[src/rtl/rc_pkg.sv]
// Shared types and defaults for the ripple counter sampler.
// Used by the synchronizer and the sampler top.
package rc_pkg;

    typedef enum logic [1:0] {
        ACQUIRE,
        TRACK,
        SETTLE
    } rc_state_t;

    localparam int RC_WIDTH         = 4;
    localparam int RC_STABLE_CYCLES = 3;

endpackage

[src/rtl/bus_sync.sv]
// Two-flop per-bit synchronizer for the ripple count bus.
// Bits cross independently; the filter downstream restores coherence.
module bus_sync
    import rc_pkg::*;
#(
    parameter int WIDTH = RC_WIDTH
) (
    input  logic             clk,
    input  logic             reset,
    input  logic [WIDTH-1:0] din,
    output logic [WIDTH-1:0] dout
);

    logic [WIDTH-1:0] s1;
    logic [WIDTH-1:0] s2;

    always_ff @(posedge clk) begin
        if (reset) begin
            s1 <= '0;
            s2 <= '0;
        end else begin
            s1 <= din;
            s2 <= s1;
        end
    end

    assign dout = s2;

endmodule

[src/rtl/ripple_count_sampler.sv]
// Samples an async ripple count, filters transients, and
// publishes settled changes as one-entry valid/ready events.
module ripple_count_sampler
    import rc_pkg::*;
#(
    parameter int WIDTH         = RC_WIDTH,
    parameter int STABLE_CYCLES = RC_STABLE_CYCLES,
    parameter int WRAP_W        = 8
) (
    input  logic              clk,
    input  logic              reset,
    input  logic [WIDTH-1:0]  count_async,
    output logic [WIDTH-1:0]  stable_count,
    output logic              evt_valid,
    input  logic              evt_ready,
    output logic [WIDTH-1:0]  evt_count,
    output logic              evt_wrap,
    output logic [WRAP_W-1:0] wrap_total,
    output logic              overrun,
    input  logic              clear_overrun
);

    localparam int SW = $clog2(STABLE_CYCLES + 1);
    localparam logic [SW-1:0] SC_MAX = SW'(STABLE_CYCLES);
    localparam logic [SW-1:0] SC_ACC = SW'(STABLE_CYCLES - 1);

    logic [WIDTH-1:0] s2;
    logic [WIDTH-1:0] cand;
    logic [SW-1:0]    stab_cnt;
    rc_state_t        state;
    rc_state_t        state_d;
    logic             accept;
    logic             take;
    logic             load;
    logic             load_wrap;

    bus_sync #(.WIDTH(WIDTH)) u_sync (
        .clk   (clk),
        .reset (reset),
        .din   (count_async),
        .dout  (s2)
    );

    always_ff @(posedge clk) begin
        if (reset) begin
            cand     <= '0;
            stab_cnt <= '0;
        end else if (s2 != cand) begin
            cand     <= s2;
            stab_cnt <= SW'(1);
        end else if (stab_cnt != SC_MAX) begin
            stab_cnt <= stab_cnt + SW'(1);
        end
    end

    assign accept    = (s2 == cand) && (stab_cnt == SC_ACC);
    assign load_wrap = cand < stable_count;

    always_ff @(posedge clk) begin
        if (reset) begin
            state <= ACQUIRE;
        end else begin
            state <= state_d;
        end
    end

    always_comb begin
        state_d = state;
        take    = 1'b0;
        load    = 1'b0;
        case (state)
            ACQUIRE: begin
                if (accept) begin
                    take    = 1'b1;
                    state_d = TRACK;
                end
            end
            TRACK: begin
                if (s2 != stable_count) begin
                    state_d = SETTLE;
                end
            end
            SETTLE: begin
                if (accept) begin
                    state_d = TRACK;
                    if (cand != stable_count) begin
                        take = 1'b1;
                        load = 1'b1;
                    end
                end
            end
            default: state_d = ACQUIRE;
        endcase
    end

    always_ff @(posedge clk) begin
        if (reset) begin
            stable_count <= '0;
            evt_valid    <= 1'b0;
            evt_count    <= '0;
            evt_wrap     <= 1'b0;
            wrap_total   <= '0;
            overrun      <= 1'b0;
        end else begin
            if (take) begin
                stable_count <= cand;
            end
            if (load) begin
                evt_valid <= 1'b1;
                evt_count <= cand;
                evt_wrap  <= load_wrap;
            end else if (evt_valid && evt_ready) begin
                evt_valid <= 1'b0;
            end
            if (load && load_wrap && (wrap_total != '1)) begin
                wrap_total <= wrap_total + WRAP_W'(1);
            end
            // A fresh overwrite must not be hidden by a same-cycle clear
            if (load && evt_valid && !evt_ready) begin
                overrun <= 1'b1;
            end else if (clear_overrun) begin
                overrun <= 1'b0;
            end
        end
    end

endmodule
[config.mk]
export PLATFORM = sky130hd
export DESIGN_NAME = ripple_count_sampler
export DESIGN_NICKNAME = d
export VERILOG_FILES = /design/src/rtl/rc_pkg.sv /design/src/rtl/bus_sync.sv /design/src/rtl/ripple_count_sampler.sv
export SDC_FILE = /design/constraint.sdc
export NUM_CORES = 1
export LEC_CHECK = 0
export ABC_AREA = 1
export CORE_MARGIN = 2
export CORE_UTILIZATION = 50
export DETAILED_ROUTE_END_ITERATION = 12
export PLACE_DENSITY = 0.75
export SKIP_LAST_GASP = 1
export SYNTH_ARGS = -nofsm -noshare
export SYNTH_HDL_FRONTEND = slang
export SYNTH_HIERARCHICAL = 1
export SYNTH_SLANG_ARGS = --single-unit
[constraint.sdc]
create_clock -name clk -period 2.3 [get_ports clk]
set_clock_uncertainty 0.2 [all_clocks]
set_input_delay 0.23 -clock clk [delete_from_list [all_inputs] [get_ports clk]]
set_output_delay 0.23 -clock clk [all_outputs]
set_load 0.05 [all_outputs]
==> results of run 1 <==
-- stage by stage --
stage	worst slack, ns	util
floorplan	0.0782	-
global placement	0.316	0.626
detailed placement	0.304	0.626
CTS	0.237	0.648
global route	0.138	0.648
finish	0.241	0.648
-- layout make-up --
class                      count  area share
multi-input combinational    142       0.391
tap                           44      0.0274
timing repair buffer          28       0.137
inverter                      33      0.0628
sequential                    35       0.348
clock buffer                   8      0.0342
-- Yosys cell counts, drive strengths merged --
cell type  number  area, um2
nor2           36        176
ha              7       87.6
nand4           9       56.3
xnor2           4       35.0
o21ai           6       30.0
dfxtp          35        701
nand3           8       57.6
a21oi          18       90.1
clkbuf          2       7.51
o31ai           1       7.51
nand2          43        166
o211ai          1       12.5
buf             4       42.5
nor3            2       10.0
a31oi           1       6.26
o21bai          1       7.51
nand3b          1       7.51
xor2            4       35.0
inv            33        126
-- worst max path at each step --
stage                                               to                    startpoint  depth (start not counted)
final                       wrap_total[0]$_SDFFE_PP0P_  stable_count[3]$_SDFFE_PP0P_                          9
after global routing      stable_count[0]$_SDFFE_PP0P_  stable_count[3]$_SDFFE_PP0P_                          8
after CTS                                wrap_total[2]    wrap_total[2]$_SDFFE_PP0P_                          1
after detailed placement    wrap_total[0]$_SDFFE_PP0P_  stable_count[3]$_SDFFE_PP0P_                          9
after global placement      wrap_total[3]$_SDFFE_PP0P_  stable_count[3]$_SDFFE_PP0P_                          8
after floorplan           stable_count[0]$_SDFFE_PP0P_  stable_count[3]$_SDFFE_PP0P_                          9
-- sequential cells by signal, summed over array words and instances, names as in the netlist, 2 cells and up --
register and cells:
cand 4, evt_count 4, stab_cnt 2, stable_count 4, state 2, u_sync/dout 4
u_sync/s1 4, wrap_total 8
-- where the power goes --
part	switching [mW]	internal, mW	total [mW]	leakage (nW)
logic	0.0785	0.0522	0.131	0.552
clock network	0.188	0.180	0.368	0.0386
registers	0.0134	0.622	0.635	0.285
-- worst max-delay path, stage by stage (launching register included) --
cell and delay, ns:
dfxtp_1 0.41, inv_1 0.09, ha_1 0.31, nand2_1 0.09, o211ai_2 0.15, nor2_8 0.30, nand3_2 0.21, nand2_1 0.10
nand2_1 0.05, nor2_1 0.08
-- kinds of logic after synthesis --
kind of cell             share of synthesized area
AO/OA/AOI/OAI                               0.0926
XOR/XNOR                                    0.0421
adder cells (fa/ha/maj)                     0.0527
buffers and inverters                        0.106
flip-flops                                   0.421
AND/OR/NAND/NOR                              0.285
-- metal layers --
metal	GRT usage	part of all wire	up-vias
met2	0.284	0.46	37
li1	-	-	751
met1	0.234	0.48	626
met5	0	0	-
met4	0.100	0.0082	0
met3	0.0504	0.046	2
==> summary.txt, run 1 <==
Setup path
  • Reg2Reg Capture Point: wrap_total[0]$_SDFFE_PP0P_
  • Max FO, Critical Path: 21
  • Critical path class: flop to flop
  • Reg-to-reg slack, setup: around 0.24 ns
  • CP Capture Type: flop
  • Worst-case reg-to-reg path depth: 9
  • CP arrival: 2.13 ns
  • Worst r2r src: stable_count[3]$_SDFFE_PP0P_
  • CP Data Required Time: 2.37 ns
  • Startpoint Class: flop

Final layout
  • Non-Filler Instances: 290
  • Sequential cell area: 701 um2
  • Design area: about 0.0020 mm2
  • Area of the multi-input gates: 786 um2
  • Synthesis-to-layout area growth: 21.0%
  • Most frequent cells in the layout: 41 x nand2_1, 35 x dfxtp_1, 29 x nor2_1, 27 x inv_1, 26 x clkdlybuf4s50_1
  • Fillers: 293
  • Final net count: 260
  • Share of layout cells above drive strength 1: 0.110
  • Antenna diode count: 0
  • Most common cell after layout, fill and taps aside: nand2_1

Global route
  • Global-route wire length before repair: ~5100 um
  • Total grt overflow: 0
  • Initial antenna violation count: 0
  • Largest net degree at the start of global routing: 25
  • Global-route usage over all layers: 0.185
  • Vias in the first global route: 1214

Clocking
  • CTS tree: yes
  • Clock sinks: 35
  • Post-CTS Setup Inserts: 0
  • H-tree depth: 2
  • Post-CTS Hold Fix Bufs: 0
  • CTS clk-pin slew, worst paths: approximately 0.1 ns
  • CTS resizes: 0
  • CTS Buf Count: 5
  • Root Buffer: clkbuf_4
  • Clk Latency, worst-skew pair: 0.32 ns
  • Worst-case clock buffer depth: 2

Floorplan
  • Die Span Y: 61.7 um
  • Initial core utilization: 0.536
  • # rows: 20
  • Io pins: 27
  • Core area: 0.00310 mm2
  • Die Footprint: roughly 0.0038 mm2
  • DIE WIDTH: 61.7 um

Min path
  • Min-delay src: u_sync/s1[1]$_SDFF_PP0_
  • WHS Endpoint: u_sync/dout[1]$_SDFF_PP0_
  • Hold WC Path Type: flop to flop
  • Hold depth: 2

Synthesis
  • YS warnings: 6
  • Syn Nets: 231
  • Flops & latches, synth: 35
  • Post-synthesis sequential area ratio: 0.421
  • Mapped Cells: between 200 and 250
  • Syn Area/Cell: 7.70 um2
  • Unique cell type count in the Yosys netlist: 29
  • Post-Syn Area: 0.00166 mm2

Power
  • Peak VDD IR: between 0.3 and 0.4 mV
  • Static leakage: around 0.9 nW
  • Final Power: 1.13 mW
  • PwrDens: between 500 and 600 mW/mm2

Detailed routing
  • Wirelength per Cell: about 11 um
  • DRC errors left: 0
  • Final wirelength: 3060 um
  • First-pass DRT Iterations: 4
  • Final ANT Viol Nets: 0
  • Iter 0 DRT Violations: 73
  • Total vias in the final route: 1416
  • Post-DR vias/cell: a little under 5

Timing
  • Unrepaired setup endpoints after global routing: false
  • Fin crit period: 2.06 ns
  • Setup TNS: 0 ns
  • Final slew viol count: 0
  • Least-Margin Pin Slew: 0.503 ns
  • Final hold vios: 0
  • Crit share post-route: 0.895
  • Fmax: 486 MHz
  • Hold Worst Slack: 0.206 ns
  • Final setup viols: 0
  • Worst relative slew slack: 0.664

Placed design
  • Input/output buffers: 26
  • Routability congestion estimate: 0.820
  • HPWL Detailed: between 2000 and 2500 um
  • DP Area: 0.00194 mm2
  • Placed cells: roughly 280

Status
  • Status: complete, no violations

Run
  • Max-Cap Viols: 0
(Power assumes the default switching activity.)
==> inputs of run 2 (changes only) <==
--- a/config.mk
+++ b/config.mk
@@ -6,12 +6,12 @@
 export NUM_CORES = 1
 export LEC_CHECK = 0
 export ABC_AREA = 1
+export CORE_ASPECT_RATIO = 1.75
 export CORE_MARGIN = 2
 export CORE_UTILIZATION = 50
 export DETAILED_ROUTE_END_ITERATION = 12
-export PLACE_DENSITY = 0.75
+export PLACE_DENSITY = 0.76
 export SKIP_LAST_GASP = 1
 export SYNTH_ARGS = -nofsm -noshare
 export SYNTH_HDL_FRONTEND = slang
-export SYNTH_HIERARCHICAL = 1
 export SYNTH_SLANG_ARGS = --single-unit
==> summary.txt, run 2 <==
Status
  • Status: complete, no violations

Clocking
  • Root Buffer: clkbuf_8
  • CTS tree: yes
  • Post-CTS Setup Inserts: 0 (unchanged)
  • CTS clk-pin slew, worst paths: 0.06 ns (-0.04 ns)
  • Worst-case clock buffer depth: 2 (unchanged)
  • CTS Buf Count: 5 (unchanged)
  • H-tree depth: 2 (unchanged)
  • Clock sinks: 35 (unchanged)
  • Post-CTS Hold Fix Bufs: 0 (unchanged)
  • Clk Latency, worst-skew pair: 0.28 ns (-0.04 ns)
  • CTS resizes: 0 (unchanged)

Placed design
  • Routability congestion estimate: 0.821 (+0.18%)
  • HPWL Detailed: 2360 um (+3.1%)
  • Input/output buffers: 26 (unchanged)
  • DP Area: 0.00191 mm2 (-1.8%)

Synthesis
  • Synth async-reset ratio: 0 (unchanged)
  • Post-synthesis sequential area ratio: 0.436 (+0.0148)
  • Top-area cell type share of the netlist area: 0.436 (+0.0148)
  • Post-synth top cells: 43 x nand2_1, 35 x dfxtp_1, 32 x nor2_1
  • Syn Nets: 234 (+1.3%)
  • Ys flop type: dfxtp_1
  • Flops & latches, synth: 35 (unchanged)
  • Synth area leaders: dfxtp_1 44%, nand2_1 10%, nor2_1 7.5%
  • Unique cell type count in the Yosys netlist: 21 (-28%)
  • Mapped Cells: 219 (+1.4%)
  • Post-Syn Area: 0.00161 mm2 (-3.4%)
  • Yosys top cell by area: dfxtp_1
  • Most frequent cell after synthesis: nand2_1
  • YS warnings: 0 (-6)
  • Syn Area/Cell: 7.34 um2 (-4.7%)
  • Post-synth EDFFs: 0 (unchanged)

Setup path
  • Worst r2r src: stable_count[3]$_SDFFE_PP0P_
  • Critical path startpoint: stable_count[3]$_SDFFE_PP0P_
  • CP Data Required Time: 2.27 ns (-0.10 ns)
  • Crit-path max cell delay: 0.37 ns (-0.04 ns)
  • CP max stage cell: dfxtp_1
  • Startpoint Class: flop
  • Max FO, Critical Path: 8 (-62%)
  • CP arrival: 1.99 ns (-0.14 ns)
  • Critical-path cell list: inv_1 -> ha_1 -> nand2_1 -> nor2_1 -> or2_1 -> nor2_2 -> nand3_1 -> nand2_1 -> a21oi_1
  • Cell mode on critical path: nand2_1
  • CP Capture Type: flop
  • Critical path class: flop to flop

Final layout
  • Largest Register: wrap_total
  • Max reg flops: 8 (unchanged)
  • Share of layout cells above drive strength 1: 0.0833 (-0.0264)
  • Fin util: 0.646 (-0.00225)
  • Final net count: 266 (+2.3%)
  • Design area: 0.00201 mm2 (-0.19%)
  • Most frequent cells in the layout: 43 x nand2_1, 35 x dfxtp_1, 32 x nor2_1, 31 x inv_1, 26 x clkdlybuf4s50_1
  • Antenna diode count: 0 (unchanged)
  • Most common cell after layout, fill and taps aside: nand2_1
  • Synthesis-to-layout area growth: 25.0%

Timing
  • Unrepaired setup endpoints after global routing: false
  • Final slew viol count: 0 (unchanged)
  • Fmax: 495 MHz (+2.0%)
  • Least-Margin Pin Slew: 0.512 ns (+0.00850 ns)
  • Hold Worst Slack: 0.202 ns (-0.00434 ns)
  • Fin crit period: 2.02 ns (-0.0396 ns)
  • Setup TNS: 0 ns (unchanged)
  • Crit share post-route: 0.878 (-0.0172)
  • Worst relative slew slack: 0.658 (-0.00569)
  • Final setup viols: 0 (unchanged)
  • Final hold vios: 0 (unchanged)

Floorplan
  • Die Span Y: 79.0 um (+28%)
  • # rows: 27 (+35%)
  • Io pins: 27 (unchanged)
  • Core area: 0.00311 mm2 (+0.16%)
  • Initial core utilization: 0.517 (-0.0190)
  • DIE WIDTH: 46.9 um (-24%)
  • Die Footprint: 0.00370 mm2 (-2.7%)

Global route
  • Initial antenna violation count: 0 (unchanged)
  • Global-route wire length before repair: 5470 um (+7.7%)
  • Total grt overflow: 0 (unchanged)
  • Largest net degree at the start of global routing: 27 (+8.0%)
  • Global-route usage over all layers: 0.204 (+0.0189)
  • Vias in the first global route: 1344 (+11%)

Min path
  • Min-delay src: u_sync.s1[1]$_SDFF_PP0_
  • Hold WC Path Type: flop to flop

Detailed routing
  • Total vias in the final route: 1428 (+0.85%)
  • Iter 0 DRT Violations: 25 (-66%)
  • DRC errors left: 0 (unchanged)
  • Final ANT Viol Nets: 0 (unchanged)
  • First-pass DRT Iterations: 4 (unchanged)
  • Post-DR vias/cell: 4.84 (-0.86%)
  • Wirelength per Cell: 10.7 um (+1.5%)
  • Final wirelength: 3160 um (+3.2%)

Power
  • Final Power: 1.23 mW (+8.9%)
  • PwrDens: 615 mW/mm2 (+9.1%)
  • Peak VDD IR: 0.477 mV (+32%)
  • Static leakage: 0.870 nW (-0.60%)

Run
  • Max-Cap Viols: 0 (unchanged)
[run 2: kinds of logic (layout without fill, tap and decap cells)]
group	Yosys count	after routing	synth area share
AO/OA/AOI/OAI	30	30	0.0950
XOR/XNOR	6	6	0.0327
adder cells (fa/ha/maj)	7	7	0.0545
buffers and inverters	40	73	0.108
flip-flops	35	35	0.436
AND/OR/NAND/NOR	101	101	0.273
[run 2: layout make-up]
type,count,area [um2]
fill,307,1100
multi-input combinational,144,732
sequential,35,701
timing repair buffer,30,290
inverter,35,131
clock buffer,8,100
tap,43,53.8
[run 2: where the power goes]
| part | internal [mW] | switching (mW) |
|---|---|---|
| Sequential | 0.622 | 0.0128 |
| Clock | 0.273 | 0.204 |
| Combinational | 0.0486 | 0.0732 |
[run 2: critical path, delay by kind of cell, from the launching register on]
kind	cells	cell delay, ns
DFF	1	0.37
AOI/OAI and AO/OA	1	0.06
adders and majority gates	1	0.31
and+or+nand+nor	6	0.88
buffers and inverters	1	0.07
[run 2: per-layer routing]
metal	routed length (um)	GRT usage
met4	70	0.0944
met2	1750	0.356
met3	104	0.0636
met1	1240	0.204
met5	0	0
[run 2: through the flow]
stage	setup slack [ns]	cells
final	0.281	295
after global routing	0.0412	295
after CTS	0.257	295
after detailed placement	0.282	287
after global placement	0.318	287
after floorplan	0.0288	219
[run 2: worst paths after layout]
check                                                  end  slack, ns  cells past startpoint
worst max-delay path            wrap_total[0]$_SDFFE_PP0P_       0.28                      9
worst min-delay path             u_sync.dout[1]$_SDFF_PP0_       0.20                      2
worst max register to register  wrap_total[0]$_SDFFE_PP0P_       0.28                      9
worst min register to register   u_sync.dout[1]$_SDFF_PP0_       0.20                      2
==> inputs of run 3 (changes only) <==
--- a/config.mk
+++ b/config.mk
@@ -10,7 +10,7 @@
 export CORE_MARGIN = 2
 export CORE_UTILIZATION = 50
 export DETAILED_ROUTE_END_ITERATION = 12
-export PLACE_DENSITY = 0.76
+export DONT_BUFFER_PORTS = 1
 export SKIP_LAST_GASP = 1
 export SYNTH_ARGS = -nofsm -noshare
 export SYNTH_HDL_FRONTEND = slang
==> summary.txt, run 3 (same netlist as run 2, synthesis figures left out) <==
Status
  • Status: complete, no violations

Final layout
  • Most common cell after layout, fill and taps aside: nand2_1
  • Fillers: 303 (-1.3%)
  • Synthesis-to-layout area growth: 17.5%
  • Share of layout cells above drive strength 1: 0.132 (+0.0484)
  • Final net count: 258 (-3.0%)
  • Non-Filler Instances: 286 (-3.1%)
  • Most frequent cells in the layout: 43 x nand2_1, 35 x dfxtp_1, 32 x nor2_1, 31 x inv_1, 19 x a21oi_1
  • Antenna diode count: 0 (unchanged)
  • Largest Register: wrap_total
  • Max reg flops: 8 (unchanged)

Floorplan
  • Io pins: 27 (unchanged)
  • Die Span Y: 79.0 um (unchanged)
  • DIE WIDTH: 46.9 um (unchanged)
  • # rows: 27 (unchanged)
  • Initial core utilization: 0.517 (unchanged)
  • Core area: 0.00311 mm2 (unchanged)
  • Die Footprint: 0.00370 mm2 (unchanged)

Detailed routing
  • First-pass DRT Iterations: 4 (unchanged)
  • Iter 0 DRT Violations: 18 (-28%)
  • Total vias in the final route: 1381 (-3.3%)
  • Final wirelength: 3140 um (-0.89%)
  • Final ANT Viol Nets: 0 (unchanged)
  • Post-DR vias/cell: 4.83 (-0.25%)
  • Wirelength per Cell: 11.0 um (+2.2%)
  • DRC errors left: 0 (unchanged)

Clocking
  • H-tree depth: 2 (unchanged)
  • Root Buffer: clkbuf_8
  • CTS Buf Count: 5 (unchanged)
  • Clk Latency, worst-skew pair: 0.28 ns (about the same)
  • CTS clk-pin slew, worst paths: 0.06 ns (about the same)
  • Worst-case clock buffer depth: 2 (unchanged)
  • CTS tree: yes
  • Clock sinks: 35 (unchanged)

Global route
  • Global-route wire length before repair: 5230 um (-4.4%)
  • Vias in the first global route: 1267 (-5.7%)
  • Total grt overflow: 0 (unchanged)
  • Largest net degree at the start of global routing: 27 (unchanged)
  • Initial antenna violation count: 0 (unchanged)
  • Global-route usage over all layers: 0.194 (-0.00973)

Timing
  • Final slew viol count: 0 (unchanged)
  • Final setup viols: 0 (unchanged)
  • Fmax: 493 MHz (-0.42%)
  • Setup TNS: 0 ns (unchanged)
  • Crit share post-route: 0.881 (+0.00368)
  • Unrepaired setup endpoints after global routing: false
  • Fin crit period: 2.03 ns (+0.00845 ns)
  • Least-Margin Pin Slew: 0.889 ns (+0.378 ns)
  • Final hold vios: 0 (unchanged)
  • Worst relative slew slack: 0.405 (-0.253)

Placed design
  • Routability congestion estimate: 0.829 (+1.0%)
  • Placed cells: 272 (-5.2%)
  • Input/output buffers: 0 (-100%)
  • HPWL Detailed: 2390 um (+1.2%)

Run
  • Max-Cap Viols: 0 (unchanged)

Setup path
  • Reg-to-reg slack, setup: 0.27 ns (about the same)
  • Critical path startpoint: stable_count[3]$_SDFFE_PP0P_
  • Worst r2r src: stable_count[3]$_SDFFE_PP0P_
  • CP Data Required Time: 2.23 ns (-0.04 ns)
  • Critical path class: flop to flop
  • Worst-case reg-to-reg path depth: 9 (unchanged)
  • CP arrival: 1.96 ns (-0.03 ns)
  • Reg2Reg Capture Point: wrap_total[1]$_SDFFE_PP0P_
  • Max FO, Critical Path: 8 (unchanged)
  • CP Capture Type: flop
  • Startpoint Class: flop

Power
  • Final Power: 1.18 mW (-4.4%)
  • Peak VDD IR: 0.551 mV (+16%)
  • PwrDens: 625 mW/mm2 (+1.7%)
  • Static leakage: 0.863 nW (-0.75%)

Min path
  • WHS Endpoint: stab_cnt[0]$_SDFFE_PP0P_
  • Hold WC Path Type: primary input to flop
  • Hold depth: 3 (+1)
  • Min-delay src: reset
==> run 3: changes by cell type in the layout (fill, tap and decap cells not counted), sizes merged <==
cell,before,now
buf,4,15
clkbuf,8,6
clkdlybuf4s50,26,0
clkinv,0,1
dlygate4sd3,0,7
==> run 3: through the flow <==
step / util / area, um2 / hold WS (ns) / setup WS (ns)
after floorplan: - / 1610 / 0.137 / 0.0288
after global placement: 0.557 / 1730 / 0.101 / 0.323
after CTS: 0.607 / 1890 / 0.0252 / 0.225
after global routing: 0.607 / 1890 / 0.0784 / 0.0645
final: 0.607 / 1890 / 0.0297 / 0.273
after detailed placement: 0.557 / 1730 / 0.103 / 0.292
==> run 3: worst max-delay path: stages, from the launching register on <==
cell     delay (ns)
dfxtp_1        0.33
inv_1          0.06
ha_1           0.30
nand2_1        0.09
nor2_1         0.06
or2_1          0.21
nor2_2         0.16
nand3_1        0.26
nand2_1        0.15
a21oi_1        0.07
==> run 3: worst max path at each step <==
stage | end | cells past startpoint
detailed placement | wrap_total[1]$_SDFFE_PP0P_ | 9
global placement | wrap_total[5]$_SDFFE_PP0P_ | 9
floorplan | wrap_total[4]$_SDFFE_PP0P_ | 8
finish | wrap_total[1]$_SDFFE_PP0P_ | 9
global route | wrap_total[1]$_SDFFE_PP0P_ | 8
CTS | wrap_total[1]$_SDFFE_PP0P_ | 9
==> run 3: power by group <==
| part | switching [mW] | internal [mW] | leakage, nW |
|---|---|---|---|
| Combinational | 0.0732 | 0.0439 | 0.532 |
| Clock | 0.195 | 0.234 | 0.0470 |
| Sequential | 0.0110 | 0.622 | 0.285 |
| Total | 0.280 | 0.901 | 0.863 |
==> run 3: repair_timing <==
item	4_1_cts	5_1_grt
hold buffers	7	0
buffers inserted	0	0
resized for setup	0	0
hold endpoints to repair	26	0
==> run 3: layout make-up <==
cell class                      instances  area (um2)  area share
Timing Repair Buffer                   22         183      0.0968
Inverter                               35         131      0.0696
Multi-Input combinational cell        144         732       0.388
Clock buffer                            6        82.6      0.0437
Tap cell                               43        53.8      0.0285
Sequential cell                        35         701       0.371
Clock inverter                          1        5.00     0.00265
==> run 3: routing by layer <==
metal,track usage,vias to the layer above,part of all wire
met3,0.0523,7,0.049
met5,0,-,0
met1,0.194,615,0.39
met2,0.348,26,0.54
li1,-,733,-
met4,0.0833,0,0.021
